## config.mk

```make
export PLATFORM = sky130hd
export DESIGN_NAME = rd_cla8_pipe_flat
export DESIGN_NICKNAME = d
export VERILOG_FILES = /design/src/rtl/rd_cla8_pipe_pkg.sv /design/src/rtl/rd_cla8_pipe_if.sv /design/src/rtl/rd_kpg_combine.sv /design/src/rtl/rd_cla8_pipe.sv /design/src/flat_wrapper.sv
export SDC_FILE = /design/constraint.sdc
export NUM_CORES = 1
export LEC_CHECK = 0
export ABC_AREA = 1
export BUFFER_PORTS_ARGS = -buffer_cell sky130_fd_sc_hd__buf_2
export CORE_MARGIN = 2
export CORE_UTILIZATION = 59
export DETAILED_ROUTE_END_ITERATION = 10
export GPL_TIMING_DRIVEN = 0
export PLACE_DENSITY = 0.88
export SETUP_SLACK_MARGIN = 0.5
export SYNTH_ARGS = -nofsm -noshare
export SYNTH_HDL_FRONTEND = slang
export SYNTH_SLANG_ARGS = --single-unit
```

## constraint.sdc

```tcl
create_clock -name clk -period 4.32 [get_ports clk]
set_clock_uncertainty 0.1 [all_clocks]
set_input_delay 0.864 -clock clk [delete_from_list [all_inputs] [get_ports clk]]
set_output_delay 0.864 -clock clk [all_outputs]
set_load 0.01 [all_outputs]
```

## src/rtl/rd_cla8_pipe_pkg.sv

```systemverilog
// Shared carry-state codes, widths and stage bundles for the
// pipelined 8-bit recursive-doubling carry-lookahead adder.
package rd_cla8_pipe_pkg;

  localparam int WIDTH  = 8;
  localparam int LEVELS = 3;
  localparam int STAGES = LEVELS + 1;

  localparam logic [1:0] KPG_K = 2'b00;
  localparam logic [1:0] KPG_P = 2'b01;
  localparam logic [1:0] KPG_G = 2'b11;

  typedef struct packed {
    logic [2*WIDTH-1:0] kpg;
    logic [WIDTH-1:0]   p;
    logic               cin;
    logic               valid;
  } lvl_t;

  typedef struct packed {
    logic [2*WIDTH-1:0] kpg;
    logic [WIDTH-1:0]   sum;
    logic               cout;
    logic               ovf;
    logic               valid;
  } res_t;

  function automatic logic [1:0] classify(
    input logic a,
    input logic b
  );
    logic [1:0] r;
    r = KPG_P;
    unique case (1'b1)
      (a & b):   r = KPG_G;
      (~a & ~b): r = KPG_K;
      default:   r = KPG_P;
    endcase
    return r;
  endfunction

  function automatic logic has_code(
    input logic [2*WIDTH-1:0] kpg,
    input logic [1:0]         code
  );
    logic r;
    r = 1'b0;
    for (int i = 0; i < WIDTH; i++)
      if (kpg[2*i +: 2] == code)
        r = 1'b1;
    return r;
  endfunction

endpackage

```

## src/rtl/rd_cla8_pipe_if.sv

```systemverilog
// Operand/result bundle for rd_cla8_pipe, including the
// pipeline advance enable.
interface rd_cla8_pipe_if;
  import rd_cla8_pipe_pkg::*;

  logic             ce;
  logic             in_valid;
  logic [WIDTH-1:0] a;
  logic [WIDTH-1:0] b;
  logic             cin;
  logic             out_valid;
  logic [WIDTH-1:0] sum;
  logic             cout;
  logic             ovf;

  modport master (
    output ce, in_valid, a, b, cin,
    input  out_valid, sum, cout, ovf
  );

  modport slave (
    input  ce, in_valid, a, b, cin,
    output out_valid, sum, cout, ovf
  );

endinterface

```

## src/rtl/rd_kpg_combine.sv

```systemverilog
// Carry-state operator x o y: x (more significant) wins
// unless it propagates, in which case y passes through.
module rd_kpg_combine
  import rd_cla8_pipe_pkg::*;
(
  input  logic [1:0] x,
  input  logic [1:0] y,
  output logic [1:0] z
);

  assign z = (x == KPG_P) ? y : x;

endmodule

```

## src/rtl/rd_cla8_pipe.sv

```systemverilog
// Four-register pipelined 8-bit recursive-doubling CLA:
// classify, three doubling levels, then sum/cout/ovf.
module rd_cla8_pipe
  import rd_cla8_pipe_pkg::*;
(
  input  logic           clk,
  input  logic           reset,
  rd_cla8_pipe_if.slave  io
);

  logic [2*WIDTH-1:0]         kpg0;
  logic [WIDTH-1:0]           p0;
  lvl_t                       st [1:LEVELS];
  res_t                       r4;
  logic [LEVELS-1:0][2*WIDTH-1:0] cmb;
  logic [WIDTH:0]             c;
  logic [WIDTH-1:0]           sum3;

  // Bit 0 absorbs carry-in so the doubling tree sees no cin.
  always_comb begin
    kpg0 = '0;
    p0   = io.a ^ io.b;
    for (int i = 0; i < WIDTH; i++)
      kpg0[2*i +: 2] = classify(io.a[i], io.b[i]);
    if (kpg0[1:0] == KPG_P)
      kpg0[1:0] = io.cin ? KPG_G : KPG_K;
  end

  for (genvar j = 0; j < LEVELS; j++) begin : g_lvl
    localparam int DIST = 1 << j;
    for (genvar i = 0; i < WIDTH; i++) begin : g_bit
      if (i >= DIST) begin : g_cmb
        rd_kpg_combine u_cmb (
          .x (st[j+1].kpg[2*i +: 2]),
          .y (st[j+1].kpg[2*(i-DIST) +: 2]),
          .z (cmb[j][2*i +: 2])
        );
      end else begin : g_pass
        assign cmb[j][2*i +: 2] = st[j+1].kpg[2*i +: 2];
      end
    end
  end

  always_comb begin
    c    = '0;
    c[0] = st[LEVELS].cin;
    for (int i = 0; i < WIDTH; i++)
      c[i+1] = (cmb[LEVELS-1][2*i +: 2] == KPG_G);
    sum3 = st[LEVELS].p ^ c[WIDTH-1:0];
  end

  always_ff @(posedge clk) begin
    if (reset) begin
      for (int k = 1; k <= LEVELS; k++)
        st[k] <= '0;
      r4 <= '0;
    end else if (io.ce) begin
      st[1] <= '{kpg: kpg0, p: p0,
                 cin: io.cin, valid: io.in_valid};
      for (int k = 2; k <= LEVELS; k++)
        st[k] <= '{kpg: cmb[k-2], p: st[k-1].p,
                   cin: st[k-1].cin, valid: st[k-1].valid};
      r4 <= '{kpg: cmb[LEVELS-1], sum: sum3,
              cout: c[WIDTH],
              ovf: c[WIDTH] ^ c[WIDTH-1],
              valid: st[LEVELS].valid};
    end
  end

  assign io.out_valid = r4.valid;
  assign io.sum       = r4.sum;
  assign io.cout      = r4.cout;
  assign io.ovf       = r4.ovf;

  a_no_illegal: assert property (@(posedge clk) disable iff (reset)
    !has_code(st[1].kpg, 2'b10) && !has_code(st[2].kpg, 2'b10) &&
    !has_code(st[3].kpg, 2'b10) && !has_code(r4.kpg, 2'b10));

  a_resolved: assert property (@(posedge clk) disable iff (reset)
    r4.valid |-> !has_code(r4.kpg, KPG_P));

endmodule

```

## src/flat_wrapper.sv

```systemverilog
// flat-port wrapper written by rule: the top's interface ports become plain ports
module rd_cla8_pipe_flat import rd_cla8_pipe_pkg::*;
  (clk, reset, io_ce, io_in_valid, io_a, io_b, io_cin, io_out_valid, io_sum, io_cout, io_ovf);
  rd_cla8_pipe_if io_i ();
  input  logic clk;
  input  logic reset;
  input wire logic [$bits(io_i.ce)-1:0] io_ce;
  input wire logic [$bits(io_i.in_valid)-1:0] io_in_valid;
  input wire logic [$bits(io_i.a)-1:0] io_a;
  input wire logic [$bits(io_i.b)-1:0] io_b;
  input wire logic [$bits(io_i.cin)-1:0] io_cin;
  output wire logic [$bits(io_i.out_valid)-1:0] io_out_valid;
  output wire logic [$bits(io_i.sum)-1:0] io_sum;
  output wire logic [$bits(io_i.cout)-1:0] io_cout;
  output wire logic [$bits(io_i.ovf)-1:0] io_ovf;
  assign io_i.ce = io_ce;
  assign io_i.in_valid = io_in_valid;
  assign io_i.a = io_a;
  assign io_i.b = io_b;
  assign io_i.cin = io_cin;
  assign io_out_valid = io_i.out_valid;
  assign io_sum = io_i.sum;
  assign io_cout = io_i.cout;
  assign io_ovf = io_i.ovf;
  rd_cla8_pipe u_core (.clk(clk), .reset(reset), .io(io_i));
endmodule
```

After elaboration in Yosys (flattened, before gate mapping)
Memory sizes are Yosys's and may differ from the RTL's.
Cells that the tools add are included.
{"block": "op_classes", "eq_ne": 26, "n_bitwise": 38, "mux": 35}
{"op": "26-bit two-way mux", "count": 3}
{"op": "2-bit two-way mux", "count": 19}
{"op": "2-bit by 1-bit equality test with 1-bit output, second input constant", "count": 18}
{"op": "2-bit one-hot mux with 2 select lines", "count": 8}
{"op": "1-bit AND", "count": 16}
{"op": "2-bit equality test, second input constant", "count": 8}
{"op": "1-bit NOT", "count": 16}
{"op": "8-bit XOR", "count": 2}
{"op": "1-bit two-way mux", "count": 5}
{"op": "1-bit bitwise OR", "count": 3}
{"op": "1-bit XOR", "count": 1}
{"block": "word_totals", "output_inout_bits": 11, "ram_bits": 78, "register_bits": 11, "wordCells": 104, "memories": 1}
{"name": "u_core.st", "depth": 3, "width": 26, "read_ports": 3, "rd_ports_with_merged_regs": 0, "write_ports": 3, "line_no": "rd_cla8_pipe.sv:13", "rtl": "lvl_t st [1:LEVELS];"}

Depth between registers and ports, before layout
{"block": "logic_depth", "depth_word": 6, "ltp_mapped": 7}

Hierarchy
From an unflattened synthesis, not the netlist that was laid out.
{"block": "unflattened", "cells_unflattened": 443, "area_unflattened_um2": 4121.5}
{"mod": "rd_cla8_pipe", "seq_area_each_um2": 2562.5, "area_each_um2": 3738.6, "cells_per_inst": 341, "instances": 1}
{"mod": "rd_kpg_combine", "seq_area_each_um2": 0.0, "area_each_um2": 22.5, "cells_per_inst": 6, "instances": 17}

Least setup slack after synthesis
Ideal clock, no wire load.
{"block": "synth_timing", "path_kind": "in2reg", "startpoint": "in io_ce", "endpoint": "reg u_core.r4, in the netlist u_core.io.sum[5]", "t_arrival_ns": 3.143, "slack_ns": 0.955, "cell_stages": 6, "path_buffers": 1, "setup_time_ns": 0.122, "required_time_ns": 4.098, "path_cell_list": "inv_1 -> nand2_1 -> inv_1 -> buf_2 -> nand2_1 -> o21ai_0"}
{"element": "start, declared", "line_no": "flat_wrapper.sv:7", "rtl": "input wire logic [$bits(io_i.ce)-1:0] io_ce;"}
{"element": "end signal, assigned", "line_no": "rd_cla8_pipe.sv:63", "rtl": "r4 <= '{kpg: cmb[LEVELS-1], sum: sum3,"}
{"element": "end, declared", "line_no": "rd_cla8_pipe.sv:14", "rtl": "res_t r4;"}

==> flow_summary.toml <==
[layout]
drive_gt1_share_pct = 14.8
antennaDiodeCount = 0
mostFrequentLayoutCells = "78 x inv_1, 78 x edfxtp_1, 70 x nor2_1"
fill_cells = 483
regArea_um2 = 2560
syn2layout_area_growth_pct = 11.4
finalInstanceArea_um2 = 4250
nNetsFinal = 432
final_core_util_pct = 67.3
multi_input_area_um2 = 910

[floorplan]
core-area_um2 = 6310
start_util_pct = 60.4
dieArea_um2 = 7120
dieWidth_um = 84.4
io_pins = 32
dieHeight_um = 84.4
rows = 29

[routing]
wire_per_inst_um = 12.8
vias = 2360
ant_nets = 0
drt_iter0_drc = 252
first_pass_iters = 4
viasPerCell = 4.96
routed_wl_mm = 6.10
drt_drc_violations_left = 0

[min_path]
hold_depth = 2
hold-path-endpoint = "u_core.io.ovf$_SDFFE_PP0P_"
hold_path.class = "reg -> reg"
min_from = "u_core.io.ovf$_SDFFE_PP0P_"

[clock_tree]
root_buffer = "clkbuf_8"
cts_buffers = 9
clk_path_buf_depth = 2
ctsHtreeMaxLevel = 3
clk_pin_slew_ns = 0.08
numClockSinks = 89
postCtsSetupBuffers = 0
clkLatencyLatePin_ns = 0.34
cts_hold_buf = 0
cts_resized = 0
cts_tree = "yes"

[setup_path]
worstPathArrival_ns = 2.25
cp_max_fo = 79
r2r-start = "u_core.st[0][92]$_SDFFCE_PN0P_"
worstPathRequired_ns = 4.44
reg2reg_to = "u_core.io.ovf$_SDFFE_PP0P_"
r2r_setup_slack_ns = 3.23
endpoint_kind = "flip-flop"
cp-start-kind = "primary input"
ff2ff_path_depth = 6
worst-setup-path-type = "in -> reg"

[synth]
synth_seq_cells = 89
synth.distinct_cells = 20
syn_nets = 390
synth_top_area_share_pct = 61.4
ys_warn_count = 0
synth_top_cell_by_area = "edfxtp_1"
synth_area_leaders = "edfxtp_1 61%, inv_1 7.7%, nor2_1 6.9%"
avgSynthCellArea_um2 = 10.8
ys_seq_area_share_pct = 67.2
synthCells = 353
syn_area_um2 = 3810

[global_routing]
gr-total-overflow = 0
grt_max_degree = 80
grt_usage_pct = 18.5
grt_pass1_vias = 2373
antenna_found_initial = 0
grt_pass1_wl_mm = 10.3

[sta]
tns_ns = 0
maxSlewViolCount = 0
fin_crit_sh_pct = 49.4
relSlewSlack_pct = 36.0
fin_crit_ns = 2.13
max_freq_mhz = 469
hold_viol_final = 0
setup_viol = 0
rsz0062_at_grt = "false"
worst_slack_ns = 2.19
tightest_slew_ns = 0.960

[placement]
gp_congestion = 0.831
dp_slack_ns = 1.78
placed_area_um2 = 4070
portBuffers = 31
dpl.hpwl_mm = 4.24

[pwr]
p_leak_nw = 1.91
peakVddDrop_v = 0.000239
power.density_nw_per_um2 = 392

[flow_run]
drv_cap = 0

[run_status]
outcome = "finished clean"
final cells by class:
cell class	instances	area share, %
Clock inverter	5	1.12
Inverter	79	6.98
Buffer	9	1.21
Sequential cell	89	60.3
Clock buffer	10	3.01
Multi-Input combinational cell	176	21.4
Timing Repair Buffer	31	3.65
Tap cell	77	2.27
metrics by stage:
stage | std cells | hold WS, ns | total power, mW
final | 476 | 0.351 | 1.66
after global routing | 476 | 0.377 | 1.73
after CTS | 476 | 0.355 | 1.67
after detailed placement | 461 | 0.336 | 1.16
after global placement | 461 | 0.332 | 1.15
after floorplan | 353 | 0.349 | 1.11
state kept, by name, indices dropped and copies added (netlist names):
name / count
u_core.st: 78
u_core.io.sum: 8
u_core.io.cout: 1
u_core.io.out_valid: 1
u_core.io.ovf: 1
worst max path at each step:
stage,startpoint,endpoint,slack [ns],cells after the start
after floorplan,io_ce,u_core.io.sum[5]$_SDFFE_PP0P_,0.95,6
after global placement,io_ce,u_core.io.sum[5]$_SDFFE_PP0P_,0.36,7
after detailed placement,reset,u_core.io.sum[0]$_SDFFE_PP0P_,1.78,7
after CTS,reset,u_core.io.cout$_SDFFE_PP0P_,2.15,7
after global routing,reset,u_core.io.sum[0]$_SDFFE_PP0P_,2.05,7
final,reset,u_core.io.cout$_SDFFE_PP0P_,2.19,7
cell usage after synthesis:
master	number
buf_6	1
a21oi_2	4
ha_1	16
a22o_1	1
o21a_1	1
edfxtp_1	78
o22ai_1	3
dfxtp_1	11
nor2_4	1
nor2_1	70
o21ai_0	14
a21oi_1	17
a211oi_1	1
o21ai_1	4
buf_2	8
inv_1	78
nand2_1	38
a21boi_0	1
inv_2	1
nand3_1	5
critical path: stages:
cell     delay, ns
buf_2         0.11
inv_1         0.07
nand2_4       0.69
inv_1         0.14
buf_2         0.22
nand2_1       0.06
o21ai_0       0.08
logic make-up (layout without fill, tap and decap cells):
kind of cell	count (synthesis)	after routing	synth area share, %
simple gates	114	114	11.6
flops	89	89	67.2
buf+inv	88	134	9.12
compound gates	46	46	6.83
fa+ha+maj	16	16	5.25
per-layer routing:
layer	vias to the layer above	part of all wire, %	GRT usage [%]
li1	1206	-	-
met4	0	2.4	8.51
met2	49	53	34.1
met1	1086	41	21.0
met3	19	3.5	3.34
met5	-	0	0
power breakdown:
group          internal (mW)  total (mW)  switching, mW  leakage (nW)
clock network          0.259       0.524          0.265        0.0910
logic                 0.0409       0.119         0.0779         0.874
registers              0.995        1.02         0.0253         0.950
(Power assumes the default switching activity.)
